===== src/rtl/conditional_demux_stream.sv =====
// Registered 1-to-2 stream demux: routes one valid/ready stream to out1,
// out2 or both, with a one-entry slot and a wrapping transfer count per output.
//
// Ports:
//   clk, reset            rising-edge clock, async active-high reset
//   in_valid/ready/data   input stream
//   in_select             1 -> out1, 0 -> out2
//   in_bcast              1 -> both outputs (atomic)
//   outN_valid/ready/data output streams (N = 1, 2)
//   outN_count            completed outN handshakes, wrapping
//   busy                  either slot holds an item
module conditional_demux_stream #(
   parameter int size      = 1,
   parameter int cnt_width = 8
) (
   input  logic                 clk,
   input  logic                 reset,
   input  logic                 in_valid,
   output logic                 in_ready,
   input  logic [size-1:0]      in_data,
   input  logic                 in_select,
   input  logic                 in_bcast,
   output logic                 out1_valid,
   input  logic                 out1_ready,
   output logic [size-1:0]      out1_data,
   output logic                 out2_valid,
   input  logic                 out2_ready,
   output logic [size-1:0]      out2_data,
   output logic [cnt_width-1:0] out1_count,
   output logic [cnt_width-1:0] out2_count,
   output logic                 busy
);

   typedef enum logic {
      S_EMPTY = 1'b0,
      S_FULL  = 1'b1
   } slot_state_t;

   slot_state_t          r_st1;
   slot_state_t          r_st2;
   logic [size-1:0]      r_data1;
   logic [size-1:0]      r_data2;
   logic [cnt_width-1:0] r_cnt1;
   logic [cnt_width-1:0] r_cnt2;

   logic w_free1;
   logic w_free2;
   logic w_accept;
   logic w_load1;
   logic w_load2;
   logic w_drain1;
   logic w_drain2;

   assign out1_valid = (r_st1 == S_FULL);
   assign out2_valid = (r_st2 == S_FULL);
   assign out1_data  = r_data1;
   assign out2_data  = r_data2;
   assign out1_count = r_cnt1;
   assign out2_count = r_cnt2;
   assign busy       = out1_valid | out2_valid;

   // A slot can take a new item if empty or draining this cycle.
   assign w_free1  = !out1_valid | out1_ready;
   assign w_free2  = !out2_valid | out2_ready;
   assign w_drain1 = out1_valid & out1_ready;
   assign w_drain2 = out2_valid & out2_ready;

   // Only the targeted slot(s) gate the input; broadcast needs both.
   always_comb begin
      in_ready = 1'b0;
      if (in_bcast)
         in_ready = w_free1 & w_free2;
      else if (in_select)
         in_ready = w_free1;
      else
         in_ready = w_free2;
   end

   assign w_accept = in_valid & in_ready;
   assign w_load1  = w_accept & (in_bcast | in_select);
   assign w_load2  = w_accept & (in_bcast | !in_select);

   always_ff @(posedge clk or posedge reset) begin
      if (reset) begin
         r_st1   <= S_EMPTY;
         r_data1 <= '0;
         r_cnt1  <= '0;
      end else begin
         if (w_drain1)
            r_cnt1 <= r_cnt1 + 1'b1;
         unique case (r_st1)
            S_EMPTY: begin
               if (w_load1) begin
                  r_st1   <= S_FULL;
                  r_data1 <= in_data;
               end
            end
            S_FULL: begin
               if (w_load1)
                  r_data1 <= in_data;
               else if (w_drain1)
                  r_st1 <= S_EMPTY;
            end
            default: r_st1 <= S_EMPTY;
         endcase
      end
   end

   always_ff @(posedge clk or posedge reset) begin
      if (reset) begin
         r_st2   <= S_EMPTY;
         r_data2 <= '0;
         r_cnt2  <= '0;
      end else begin
         if (w_drain2)
            r_cnt2 <= r_cnt2 + 1'b1;
         unique case (r_st2)
            S_EMPTY: begin
               if (w_load2) begin
                  r_st2   <= S_FULL;
                  r_data2 <= in_data;
               end
            end
            S_FULL: begin
               if (w_load2)
                  r_data2 <= in_data;
               else if (w_drain2)
                  r_st2 <= S_EMPTY;
            end
            default: r_st2 <= S_EMPTY;
         endcase
      end
   end

   // Unknown steering on a possible accept leaves slot contents undefined.
   always @(posedge clk) begin
      if (!reset && in_valid && (in_ready !== 1'b0))
         assert (!$isunknown({in_select, in_bcast}))
         else $error("conditional_demux_stream: X/Z steering on accept");
   end

endmodule

===== config.mk =====
export PLATFORM = sky130hd
export DESIGN_NAME = conditional_demux_stream
export DESIGN_NICKNAME = d
export VERILOG_FILES = /design/src/rtl/conditional_demux_stream.sv
export SDC_FILE = /design/constraint.sdc
export NUM_CORES = 1
export LEC_CHECK = 0
export BUFFER_PORTS_ARGS = -buffer_cell sky130_fd_sc_hd__buf_2
export CELL_PAD_IN_SITES_DETAIL_PLACEMENT = 0
export CELL_PAD_IN_SITES_GLOBAL_PLACEMENT = 1
export CORE_ASPECT_RATIO = 1.25
export CORE_MARGIN = 2
export CORE_UTILIZATION = 37
export DETAILED_ROUTE_END_ITERATION = 10
export PLACE_DENSITY_LB_ADDON = 0.15
export SYNTH_ARGS = -nofsm -noshare
export SYNTH_HDL_FRONTEND = slang
export SYNTH_SLANG_ARGS = --single-unit

===== constraint.sdc =====
create_clock -name clk -period 1.6 [get_ports clk]
set_input_delay 0.32 -clock clk [delete_from_list [all_inputs] [get_ports clk]]
set_output_delay 0.32 -clock clk [all_outputs]
set_load 0.02 [all_outputs]

== Word-level counts from Yosys, hierarchy flattened ==
Cells that the tools add are included.

* RAM bits: 0
* Output and inout bits: 22
* Input port bits: 8
* Latch bits: 0
* Bits in registers: 20
* Memories: 0
* Bits in read-only memories: 0
* Logic and storage cells: 36

* Divide/modulo/power cells: 0
* Multiply operators: 0
* Reduce and logical (&&, ||, !) cells: 3
* Muxes and demuxes: 12
* Add/subtract/negate cells: 2
* Shift-type cells: 0
* Equality and inequality tests: 0
* Order comparisons: 0
* Bitwise gates (word level): 13

{| class="wikitable"
|+ Operators with widths
! cell !! count
|-
| 8-bit by 1-bit adder with 8-bit output, second input constant || 2
|-
| 1-bit two-way mux || 10
|-
| 1-bit bitwise AND || 6
|-
| 1-bit bitwise OR || 5
|-
| 1-bit one-hot mux with 2 select lines || 2
|-
| 1-bit zero test || 3
|-
| 1-bit NOT || 2
|}

== Logic depth before layout (Yosys ltp) ==
* Depth in word-level cells: 8
* Gate-level depth with buffers: 4
* Depth with buffers taken out: 4

== Worst setup path before layout ==
No wires, ideal clock.

* Kind: register to register
* Start point: reg r_st2, in the netlist out2_valid
* End point: reg r_data1, in the netlist out1_data
* Clock period less this slack: 1.351 ns
* Slack: 0.249 ns
* Library setup time: 0.128 ns
* Stages on the path, launching flop included: 4
* Path buffers: 0
* Arrival time: 1.223 ns
* Required time: 1.472 ns
* Cell sequence: dfrtp_1 -> nor2b_2 -> a211oi_2 -> mux2_1

* Cells in the longest elaborated chain, start to end: 6
* Elaborated cells on any way between the ends: 7
* Classes of those cells: mux (2); bitwise (4); reduce/logical (1)

{| class="wikitable"
|+ RTL lines
! item !! line !! RTL
|-
| from (decl) || 40 || <nowiki>slot_state_t r_st2;</nowiki>
|-
| from (signal assigned) || 111 || <nowiki>r_st2 <= S_EMPTY;</nowiki>
|-
| from (signal assigned) || 120 || <nowiki>r_st2 <= S_FULL;</nowiki>
|-
| from (signal assigned) || 128 || <nowiki>r_st2 <= S_EMPTY;</nowiki>
|-
| 1-bit zero test * || 64 || <nowiki>assign w_free2 = !out2_valid | out2_ready;</nowiki>
|-
| 1-bit bitwise OR * || 64 ||
|-
| 1-bit two-way mux or 1-bit bitwise AND (tied branches) || 73, 72 ||
|-
| 1-bit two-way mux * || 71 || <nowiki>if (in_bcast)</nowiki>
|-
| 1-bit bitwise AND * || 79 || <nowiki>assign w_accept = in_valid & in_ready;</nowiki>
|-
| 1-bit bitwise AND * || 80 || <nowiki>assign w_load1 = w_accept & (in_bcast | in_select);</nowiki>
|-
| to (signal assigned) || 95 || <nowiki>r_data1 <= in_data;</nowiki>
|-
| to (signal assigned) || 100 || <nowiki>r_data1 <= in_data;</nowiki>
|-
| to (decl) || 41 || <nowiki>logic [size-1:0] r_data1;</nowiki>
|}

Mark *: on every way between the ends. The rest lies on a longest branch, timed or not.
A chain may end at the register's enable or synchronous reset.

== Final worst setup path ==
* Start point: reg r_st1, in the netlist out1_valid
* End point: out busy

* Cells in the longest elaborated chain, start to end: 1

{| class="wikitable"
|+ RTL lines
! item !! line !! RTL
|-
| from (decl) || 39 || <nowiki>slot_state_t r_st1;</nowiki>
|-
| from (signal assigned) || 85 || <nowiki>r_st1 <= S_EMPTY;</nowiki>
|-
| from (signal assigned) || 94 || <nowiki>r_st1 <= S_FULL;</nowiki>
|-
| from (signal assigned) || 102 || <nowiki>r_st1 <= S_EMPTY;</nowiki>
|-
| 1-bit bitwise OR || 60 || <nowiki>assign busy = out1_valid | out2_valid;</nowiki>
|-
| to (decl) || 31 || <nowiki>output logic busy</nowiki>
|}

No other way between the ends.

==> metrics.md <==
| Metric | Value |
|---|---|
| Synth Register Bits | 20 |
| DP Worst Slack | 0.2368 ns |
| Total track usage | 12.82% |
| Crit end category | output port |
| Sequential fraction of the synthesis area | 54.27% |
| Max Freq | 648.2 MHz |
| Final setup fails | 0 |
| Max Slew Vio Count | 0 |
| Num rows | 20 |
| Critical Path AT | about 1.2 ns |
| Synth Warn # | 0 |
| First-pass GRT wire length | 2829 um |
| Synthesized area per cell | 11.38 um^2 |
| Initial Utilization | between 30% and 40% |
| Worst-margin pin slew | around 0.27 ns |
| Synthesized cell area | 922.1 um^2 |
| Starting DRT DRC Count | 18 |
| Outcome | finished, final reports clean |
| H-tree depth | 1 |
| Layout net count | 130 |
| Worst-path fanout max | 4 |
| Vias per cell | 4.684 |
| Hold crit path type | in -> async |
| Global route total overflow | 0 |
| Worst Skew | 0.005519 ns |
| Initial antenna violation count | 0 |
| Largest family of logic cells by synthesized area | simple AND/OR/NAND/NOR gates |
| Peak VDD IR | 703.7 uV |
| TritonCTS clock tree | yes |
| Mux cell area share after synthesis | 4.885% |
| Post-synthesis net count | 91 |
| Worst Path Required | 1.28 ns |
| Final hold vios | 0 |
| Post-synthesis xor/xnor area fraction | about an eighth |
| Total wire length | 1649 um |
| Fraction of layout cells with a size suffix above 1 | 37.82% |
| Core box area | 0.002402 mm^2 |
| # IOs | 30 |
| Largest net degree at the start of global routing | 21 |
| Synthesized instance count | 81 |
| Clk slew on worst S/H paths | 0.12 ns |
| Compound-Gate Fraction of Synth Area | 5.699% |
| Post-route minimum period | 1.543 ns |
| Area delta synth->final | 29.85% |
| Adder-Cell Fraction of Synth Area | 2.714% |
| RePlAce Congestion | ~0.75 |
| RSZ-0062 raised after global routing | no |
| Die width | 48.65 um |
| PortBufs | 29 |
| First-pass iteration count of the detailed router | 4 |
| ANT cells | 0 |
| Fillers | 251 |
| CP Launch Type | flip-flop |
| Period utilization | a little over nine tenths |
| Dpl cell area | 0.001116 mm^2 |
| Post-layout util | between 40% and 50% |
| Vias in the first global route | 690 |
| Post-Layout Inst Area | 0.001197 mm^2 |
| DRC | 0 |
| Worst Setup Slack, final | 0.05737 ns |
| Relative slew slack | about four fifths |
| Leak Pwr | 0.0006059 uW |
| Total Negative Setup Slacks | 0 ns |
| CTS Buffer Depth | 2 |
| Root buf cell | clkbuf_4 |
| Routed vias | slightly above 700 |
| Pwr Density | 1504 mW/mm^2 |
| WL/cell | ~11 um |
| Hold Buf Count CTS | 0 |
| Clk sinks | 20 |
| Die Ht | 59.82 um |
| Synth cell types | 25 |
| HPWL Detailed | approximately 1200 um |
| Clk_lat worst skew | 0.30 ns |
| Max-cap violation count | 0 |
| Antenna-violating nets left | 0 |
| R2R cell count | 3 |
| Post-synthesis simple-gate area fraction | 18.72% |
| Setup Crit Path Kind | reg -> out |
| Die area | 0.002910 mm^2 |
| Num CTS Buffers | 3 |
## critical path, stage by stage, from the launching register on
cell	delay, ns
dfrtp_1	0.42
buf_4	0.15
or2_4	0.23
buf_6	0.13
## synthesized netlist by cell type
library cell | count | area share, %
xor2_1 | 7 | 6.6
a21o_1 | 1 | 0.81
mux2_1 | 4 | 4.9
o2111ai_1 | 1 | 0.95
or2_1 | 1 | 0.68
o21ai_0 | 2 | 1.1
nand2b_1 | 3 | 2.0
nor2_1 | 4 | 1.6
a31o_1 | 1 | 0.95
nand2_1 | 13 | 5.3
o21ai_1 | 1 | 0.54
nor3_1 | 3 | 1.6
nor2b_2 | 1 | 0.95
nand3_1 | 2 | 1.1
nand3_2 | 1 | 1.1
dfrtp_1 | 20 | 54
xnor2_1 | 7 | 6.6
a211oi_2 | 1 | 1.4
nor4_2 | 1 | 1.4
and3_1 | 1 | 0.68
nor2b_1 | 1 | 0.68
and4_1 | 1 | 0.95
ha_1 | 2 | 2.7
nand4_1 | 1 | 0.68
inv_1 | 1 | 0.41
## power breakdown
group	switching [uW]	internal [uW]	total [uW]
logic	402	281	683
clock network	156	139	295
registers	164	659	823
## repair_timing
action / in CTS / in global routing
pin swaps: 0 / 0
endpoints found under the setup margin: 1 / 2
buffers inserted: 2 / 2
gates resized for setup: 0 / 7
## sequential cells by signal, summed over array words and instances, names as in the netlist
| signal | cells |
|---|---|
| out1_count | 8 |
| out2_count | 8 |
| out1_data | 1 |
| out1_valid | 1 |
| out2_data | 1 |
| out2_valid | 1 |
## cell type report
class                           count  area [um^2]  area share, %
Inverter                            1        3.754         0.3135
Clock buffer                        4        36.28          3.030
Multi-Input combinational cell     60        422.9          35.32
Sequential cell                    20        501.7          41.90
Timing Repair Buffer               34        191.4          15.99
Tap cell                           33        41.29          3.448
## metal layers
metal  up-vias  global-route usage (%)  part of all wire (%)
met5         -                       0                     0
li1        352                       -                     -
met2        18                   22.31                    51
met1       340                   14.29                    42
met3         2                   2.750                   5.6
met4         0                   8.571                   1.2
## logic make-up (layout without fill, tap and decap cells)
| group | after synthesis | count (layout) |
|---|---|---|
| fa+ha+maj | 2 | 2 |
| simple gates | 33 | 33 |
| compound gates | 7 | 7 |
| mux | 4 | 4 |
| xor+xnor | 14 | 14 |
| flops | 20 | 20 |
| buf+inv | 1 | 39 |
## stage by stage
step                hold WS (ns)  cells  total power, uW
CTS                      0.01587    150             1808
detailed placement        0.3584    144             1502
finish                   0.01738    152             1801
global placement          0.3588    144             1492
global route             0.02494    152             1939
floorplan                 0.2838     81             1257
## path summary, 6_finish.rpt
| kind | from | endpoint | slack (ns) |
|---|---|---|---|
| setup reg to reg | out2_valid | out1_data | 0.28 |
| hold / removal | reset | out1_count[0] | 0.02 |
| max in group asynchronous | reset | out2_valid | 1.36 |
| setup / recovery | out1_valid | busy | 0.06 |
| min in group clk | in_data | out2_data | 0.24 |
| hold reg to reg | out2_count[7] | out2_count[7] | 0.46 |
## placed cells by master, fill, tap and decap left out, types with 2 or more instances in the layout
cell type / instances
clkbuf_4: 3
mux2_1: 4
nor2b_2: 2
dfrtp_1: 19
nand2b_1: 3
ha_1: 2
nor2_1: 4
nor3_1: 3
buf_2: 27
o21ai_1: 2
buf_4: 6
nand3_1: 2
xor2_1: 7
nand2_1: 13
xnor2_1: 7
(Power assumes the default switching activity.)
